[config.mk]
export PLATFORM = sky130hd
export DESIGN_NAME = sram_bus_tester
export DESIGN_NICKNAME = d
export VERILOG_FILES = /design/src/rtl/sram_bus_tester.sv
export SDC_FILE = /design/constraint.sdc
export NUM_CORES = 1
export LEC_CHECK = 0
export CAP_MARGIN = 40
export CORE_ASPECT_RATIO = 1.4
export CORE_MARGIN = 5
export CORE_UTILIZATION = 44
export CTS_CLUSTER_SIZE = 16
export DETAILED_ROUTE_END_ITERATION = 8
export PLACE_DENSITY = 0.7
export SLEW_MARGIN = 15
export SYNTH_ARGS = -nofsm -noshare
export SYNTH_HDL_FRONTEND = slang
export SYNTH_SLANG_ARGS = --single-unit
[constraint.sdc]
create_clock -name clk -period 2.85 [get_ports clk]
set_input_delay 0.57 -clock clk [delete_from_list [all_inputs] [get_ports clk]]
set_output_delay 0.57 -clock clk [all_outputs]
set_load 0.005 [all_outputs]
[src/rtl/sram_bus_tester.sv]
// ---------------------------------------------------------------------------
// sram_bus_tester
//
// Self-test initiator for the bus side of sram_controller. It writes an
// address-derived pattern over [base_addr, last_addr], reads the range back,
// compares each word and reports pass/fail, a saturating error count and the
// address of the first mismatching word.
//
// Ports
//   clk, rst          clock, synchronous active-high reset
//   start             begin a run (accepted only while idle)
//   base_addr         first word address, latched on accepted start
//   last_addr         last word address (inclusive), latched on accepted start
//   busy              run in progress
//   done              one-cycle pulse at the end of a run
//   pass              result of the last run, held until the next start
//   err_count         mismatching words, saturating at all-ones
//   first_err_addr    address of the first mismatch, 0 if none
//   bus_addr          address to sram_controller
//   read_op/write_op  access strobes to sram_controller (never both high)
//   bus_data_write    write data, 0 whenever write_op is low
//   byte_mask         always 4'b1111 (full-word accesses)
//   bus_data_read     read data from sram_controller
// ---------------------------------------------------------------------------
package sram_bus_tester_pkg;
  typedef logic [19:0] ram_addr_t;
  typedef logic [31:0] word_t;
endpackage

module sram_bus_tester
  import sram_bus_tester_pkg::*;
#(
  parameter int          ACCESS_CYCLES = 2,
  parameter logic [31:0] SEED          = 32'h5A5A_0000,
  parameter int          ERR_W         = 16
) (
  input  logic             clk,
  input  logic             rst,
  input  logic             start,
  input  ram_addr_t        base_addr,
  input  ram_addr_t        last_addr,
  output logic             busy,
  output logic             done,
  output logic             pass,
  output logic [ERR_W-1:0] err_count,
  output ram_addr_t        first_err_addr,
  output ram_addr_t        bus_addr,
  output logic             read_op,
  output logic             write_op,
  output word_t            bus_data_write,
  output logic [3:0]       byte_mask,
  input  word_t            bus_data_read
);

  // Counts op cycles 0 .. ACCESS_CYCLES-1 within one access.
  localparam int               CNT_W    = (ACCESS_CYCLES > 1) ? $clog2(ACCESS_CYCLES) : 1;
  localparam logic [CNT_W-1:0] CNT_LAST = CNT_W'(ACCESS_CYCLES - 1);

  typedef enum logic [2:0] {
    IDLE,
    WR_OP,
    WR_GAP,
    RD_OP,
    RD_GAP,
    FIN
  } state_t;

  state_t           state;
  ram_addr_t        base_q;
  ram_addr_t        last_q;
  ram_addr_t        cur;
  logic [CNT_W-1:0] cnt;

  // Address-derived test word: the address appears twice so that both the
  // high and low data lanes see address-dependent bits.
  function automatic word_t pattern(input ram_addr_t a);
    return SEED ^ {a, a[11:0]};
  endfunction

  assign byte_mask = 4'b1111;

  // NOTE: every register here is state, so all assignments are non-blocking;
  // mixing in blocking writes would make later statements in this block see
  // next-cycle values and create simulation/synthesis mismatches.
  always_ff @(posedge clk) begin
    if (rst) begin
      state          <= IDLE;
      base_q         <= '0;
      last_q         <= '0;
      cur            <= '0;
      cnt            <= '0;
      busy           <= 1'b0;
      done           <= 1'b0;
      pass           <= 1'b0;
      err_count      <= '0;
      first_err_addr <= '0;
      bus_addr       <= '0;
      read_op        <= 1'b0;
      write_op       <= 1'b0;
      bus_data_write <= '0;
    end else begin
      done <= 1'b0;
      case (state)
        IDLE: begin
          if (start) begin
            base_q         <= base_addr;
            last_q         <= last_addr;
            cur            <= base_addr;
            cnt            <= '0;
            err_count      <= '0;
            first_err_addr <= '0;
            pass           <= 1'b0;
            busy           <= 1'b1;
            if (last_addr < base_addr) begin
              // Empty range: nothing to test, report a clean run next cycle.
              state <= FIN;
            end else begin
              state          <= WR_OP;
              write_op       <= 1'b1;
              bus_addr       <= base_addr;
              bus_data_write <= pattern(base_addr);
            end
          end
        end

        WR_OP: begin
          if (cnt == CNT_LAST) begin
            state          <= WR_GAP;
            write_op       <= 1'b0;
            bus_data_write <= '0;
          end else begin
            cnt <= cnt + 1'b1;
          end
        end

        WR_GAP: begin
          cnt <= '0;
          // Compare before incrementing so last = 20'hFFFFF ends cleanly
          // instead of wrapping to address 0.
          if (cur == last_q) begin
            state    <= RD_OP;
            cur      <= base_q;
            read_op  <= 1'b1;
            bus_addr <= base_q;
          end else begin
            state          <= WR_OP;
            cur            <= cur + 20'd1;
            write_op       <= 1'b1;
            bus_addr       <= cur + 20'd1;
            bus_data_write <= pattern(cur + 20'd1);
          end
        end

        RD_OP: begin
          if (cnt == CNT_LAST) begin
            // Read data is valid at the edge that ends the last op cycle.
            state   <= RD_GAP;
            read_op <= 1'b0;
            if (bus_data_read != pattern(cur)) begin
              if (err_count != '1) begin
                err_count <= err_count + 1'b1;
              end
              // err_count never returns to zero once it has counted, so a
              // zero count means this is the first mismatch of the run.
              if (err_count == '0) begin
                first_err_addr <= cur;
              end
            end
          end else begin
            cnt <= cnt + 1'b1;
          end
        end

        RD_GAP: begin
          cnt <= '0;
          if (cur == last_q) begin
            state <= FIN;
          end else begin
            state    <= RD_OP;
            cur      <= cur + 20'd1;
            read_op  <= 1'b1;
            bus_addr <= cur + 20'd1;
          end
        end

        FIN: begin
          state <= IDLE;
          done  <= 1'b1;
          busy  <= 1'b0;
          pass  <= (err_count == '0);
        end

        default: state <= IDLE;
      endcase
    end
  end

endmodule

### Yosys cells after proc, flatten, opt, wreduce, memory -nomap -nowiden

Cells that the tools add are included.

* flip-flop bits (word level): 157

* reductions and logical operators: 20
* bitwise logic cells: 3
* $add $sub $neg: 3
* equal/unequal tests: 18
* multiplexer cells: 43
* magnitude comparators: 1

Operators by type and width (count)
* 20-bit two-way mux: 9
* 32-bit two-way mux: 4
* 20-bit case mux with 3 select lines: 2
* 32-bit case mux with 3 select lines: 1
* 16-bit two-way mux: 4
* 20-bit case mux with 2 select lines: 1
* 32-bit != test: 1
* 16-bit case mux with 2 select lines: 1
* 8-bit NOT: 3
* 20-bit by 1-bit adder with 20-bit output (second input constant): 1
* 20-bit == test: 1
* 20-bit less-than comparator: 1
* 2-bit != test (second input constant): 10
* 16-bit by 1-bit adder with 16-bit output (second input constant): 1
* 16-bit zero test: 1
* 16-bit != test (second input constant): 1
* 3-bit two-way mux: 5
* 3-bit case mux with 5 select lines: 1
* 5-bit AND reduction: 3
* 3-bit nonzero test: 4
* 1-bit two-way mux: 9
* 1-bit case mux with 3 select lines: 3
* 4-bit AND reduction: 2
* 3-bit by 2-bit == test with 1-bit output (second input constant): 2
* 10 further kinds: 17

### Depth between registers and ports, before layout

* depth in word-level cells: 5
* mapped depth: 10

### Worst setup path before layout

Ideal clock, no wire load.

* path kind: input-to-reg
* start point: in base_addr[2]
* end point: reg bus_data_write[14]
* setup slack: 538 ps
* buffers on the path: 2
* stages: 10
* arrival time: 2226 ps
* data required time: 2764 ps
* cell sequence: inv_1 ha_1 a211oi_1 o21ai_0 a211oi_1 o31a_1 a21oi_1 buf_2 buf_2 a211oi_1

* word-level cells in the longest chain between the ends: 3

RTL lines
* from (decl): RTL line 40 `input ram_addr_t base_addr,`
* 20-bit less-than comparator or 32-bit two-way mux (tied branches): RTL line 114 `if (last_addr < base_addr) begin`
* 2-bit != test (no line) or 32-bit two-way mux (tied branches)
* 5-bit AND reduction (no line) or 32-bit case mux with 3 select lines (tied branches)
* to (signal assigned): RTL line 121 `bus_data_write <= pattern(base_addr);`
* to (signal assigned): RTL line 150 `bus_data_write <= pattern(cur + 20'd1);`
* to (decl): RTL line 50 `output word_t bus_data_write,`

Several ways; a longest one is shown, not always the timed one. The select of a mux whose other input is x is not followed.
A chain may end at the register's enable or synchronous reset.

### Worst setup path in the final report

* start point: reg cur[12]
* end point: reg cur[10]

* word-level cells in the longest chain between the ends: 3

RTL lines
* from (decl): RTL line 71 `ram_addr_t cur;`
* from (signal assigned): RTL line 108 `cur <= base_addr;`
* from (signal assigned): RTL line 142 `cur <= base_q;`
* from (signal assigned): RTL line 147 `cur <= cur + 20'd1;`
* 20-bit == test (*): RTL line 140, 176
* 20-bit two-way mux or 2-bit != test (tied branches)
* 20-bit case mux with 3 select lines or 3-bit AND reduction (tied branches)

Every way passes the cells marked *; elsewhere a longest branch is shown, timed or not.

==> reports/qor.csv <==
stage;metric;value;unit
status;outcome;finished clean;
critical_path;Worst Setup Start Kind;register;
floorplan;die area;21100;um^2
detailed_routing;Detailed Route WL;28500;um
grt;GRT Util Overall;0.263;
cts;clock latency on the worst-skew pair;0.44;ns
sta;Final setup viols;0;
cells_and_area;diode count;0;
pwr;pwr/cell area;666;nW/um^2
detailed_routing;DRC viols;0;
pwr;VDD IR max;0.000428;V
job;max_cap viols;0;
sta;final slew viol count;0;
detailed_routing;initial drt markers;530;
placed_design;port buffer count;167;
placed_design;GP Congestion;0.970;
detailed_routing;via count;8109;
sta;Final min period;2.73;ns
synth;ys async rst share;0;
floorplan;core area;18000;um^2
sta;worst slew pin tran;0.718;ns
critical_path;critical path type;reg -> reg;
synth;leading post-synthesis cells by cell area;dfxtp_1 (37%), nor2_1 (6.6%), nand2_1 (5.4%);
floorplan;Die Span Y;170;um
critical_path;CP max FO;16;
cells_and_area;fraction of layout cells with a size suffix above 1;0.123;
sta;RSZ-0062 raised after global routing;no;
cts;cts hold-fix bufs;0;
synth;post-synth cell types;71;
detailed_routing;drt first pass iters;6;
sta;fin crit share;0.958;
cts;Root Driver;clkbuf_16;
synth;flop and latch count out of synthesis;149;
synth;Post-synth EDFFs;0;
detailed_routing;drt via density;5.69;
grt;grt ovf;0;
sta;Max-slew headroom;0.521;
synth;area leader, netlist;dfxtp_1;
cells_and_area;area grow syn2layout;34.8;%
grt;antenna violations before repair;0;
critical_path;Worst Setup End Kind;register;
cts;Clock Sinks;149;
pwr;Pleak;4.30;nW
cts;CTS tree;built;
cts;PostCTS Resize Cnt;0;
detailed_routing;ANT nets after route;0;
detailed_routing;wire per inst;20.0;um
sta;FMAX;366;MHz
pwr;overall power;7.22;mW
critical_path;worst path required time;3.18;ns
cts;H-tree levels;4;
floorplan;Rows;58;
synth;Synth Instances;988;
floorplan;Die X-Extent;124;um
critical_path;arrival time worst endpoint;3.06;ns
synth;post-synth top area share;0.371;
synth;Synth Flop Type;dfxtp_1;
grt;first-pass GRT wire length;43600;um
critical_path;R2R Setup Slk;0.12;ns
sta;Hold Vio Cnt, Final;0;
floorplan;I/O pin count;172;
grt;largest net degree at the start of global routing;63;
synth;share of the yosys chip area belonging to registers;0.371;
sta;worst hold margin;0.457;ns
cts;TritonCTS Buffers;17;
synth;Synth Cell Area;8040;um^2
cts;buffer depth of the longest clock path;2;
hold_path;Hold Path Class;reg -> reg;
synth;yosys warns;0;
cts;setup bufs post-CTS;0;
cells_and_area;Layout Nets;1271;
cts;Reg clk slew, reported paths;0.06;ns
placed_design;post-DP HPWL;21500;um
floorplan;Initial Utilization;0.447;
sta;clk_skew;0.0103;ns
grt;number of global-route vias before repair;7734;
synth;Syn Area/Cell;8.13;um^2
power by group:
group / internal, mW / switching [mW]
Clock: 1.22 / 0.961
Sequential: 2.35 / 0.281
Combinational: 1.13 / 1.27
stage by stage:
stage / setup WS [ns] / instances / setup TNS, ns / cell area, um^2 / util
after global placement: -0.197 / 1395 / -7.92 / 10300 / 0.570
after floorplan: 0.538 / 991 / 0 / 8050 / -
after global routing: 0.0450 / 1426 / 0 / 10800 / 0.602
after detailed placement: -0.263 / 1395 / -9.82 / 10300 / 0.570
final: 0.120 / 1426 / 0 / 10800 / 0.602
after CTS: 0.172 / 1426 / 0 / 10800 / 0.602
state kept, by name (all words and copies together) (netlist names):
signal,flops
first_err_addr,20
done,1
pass,1
base_q,20
bus_addr,20
cnt,1
err_count,16
bus_data_write,24
busy,1
state,3
write_op,1
last_q,20
read_op,1
cur,20
logic make-up (layout without fill, tap and decap cells):
group	count (synthesis)	count (layout)	synth area share
simple gates	394	394	0.228
compound gates	217	217	0.192
flops	149	149	0.371
buf+inv	118	313	0.0746
xor+xnor	63	63	0.0696
mux	24	24	0.0300
fa+ha+maj	22	22	0.0343
other cells	1	4	0.000467
layout by cell type, fill, tap and decap left out, types with 5 or more instances in the layout:
| cell type | n |
|---|---|
| nand2b_1 | 6 |
| nand2_1 | 115 |
| inv_1 | 31 |
| a22oi_1 | 25 |
| ha_1 | 22 |
| and3_1 | 6 |
| dfxtp_1 | 149 |
| a221oi_1 | 5 |
| nand3_1 | 12 |
| a31oi_1 | 8 |
| o31a_1 | 10 |
| nor3_1 | 27 |
| nand4_1 | 17 |
| nor4_1 | 13 |
| a211oi_1 | 47 |
| buf_12 | 6 |
| xor2_1 | 35 |
| buf_4 | 79 |
| o221a_2 | 7 |
| o21ai_0 | 7 |
| mux2i_1 | 23 |
| xnor2_1 | 27 |
| or3_1 | 10 |
| nor2_1 | 141 |
| clkdlybuf4s50_1 | 166 |
| a21oi_1 | 63 |
| and2_1 | 20 |
| or2_2 | 5 |
| clkbuf_16 | 17 |
layout make-up:
type,count,area (um^2)
Fill cell,1663,7170
Multi-Input combinational cell,724,4490
Timing Repair Buffer,251,2370
Sequential cell,149,2980
Tap cell,240,300
Clock buffer,17,425
Clock inverter,14,144
Inverter,31,116
routing by layer:
layer,up-vias,wire length [um],global-route usage
li1,3852,-,-
met1,3799,10400,0.282
met2,352,14300,0.463
met3,106,1580,0.0465
met4,0,2230,0.195
met5,-,0,0
critical path: stages, from the launching register on:
cell and delay [ns]:
dfxtp_1 0.68, xnor2_1 0.19, nand4_1 0.16, or2_2 0.37
nor2_4 0.43, nor2_1 0.13, o311a_1 0.39, nor3_1 0.26
cells in the mapped netlist, types with 3 or more instances:
cell,number
o21ai_0,7
o221a_2,7
o31a_1,10
nor2_1,141
nand3_1,12
and2_1,20
xnor2_1,27
nand2_1,115
nor3_1,28
o311a_1,4
a311oi_1,3
or2_2,5
buf_4,20
a22oi_1,25
buf_2,27
nor4b_1,3
a211oi_1,48
clkbuf_1,36
or3_1,10
a21o_1,4
xor2_1,35
ha_1,22
dfxtp_1,149
and3_1,6
or4_1,4
a31oi_1,8
nor4_1,13
a221oi_1,5
inv_1,31
and4_1,3
o31ai_1,4
mux2i_1,23
nand4_1,17
a21oi_1,64
nand2b_1,6
final timing paths:
path              startpoint   endpoint  cells after the start
setup / recovery     cur[12]    cur[10]                      7
hold / removal     base_q[3]  base_q[3]                      2
setup reg to reg     cur[12]    cur[10]                      7
hold reg to reg    base_q[3]  base_q[3]                      2
No activity file was read; power rests on OpenSTA's default activity.
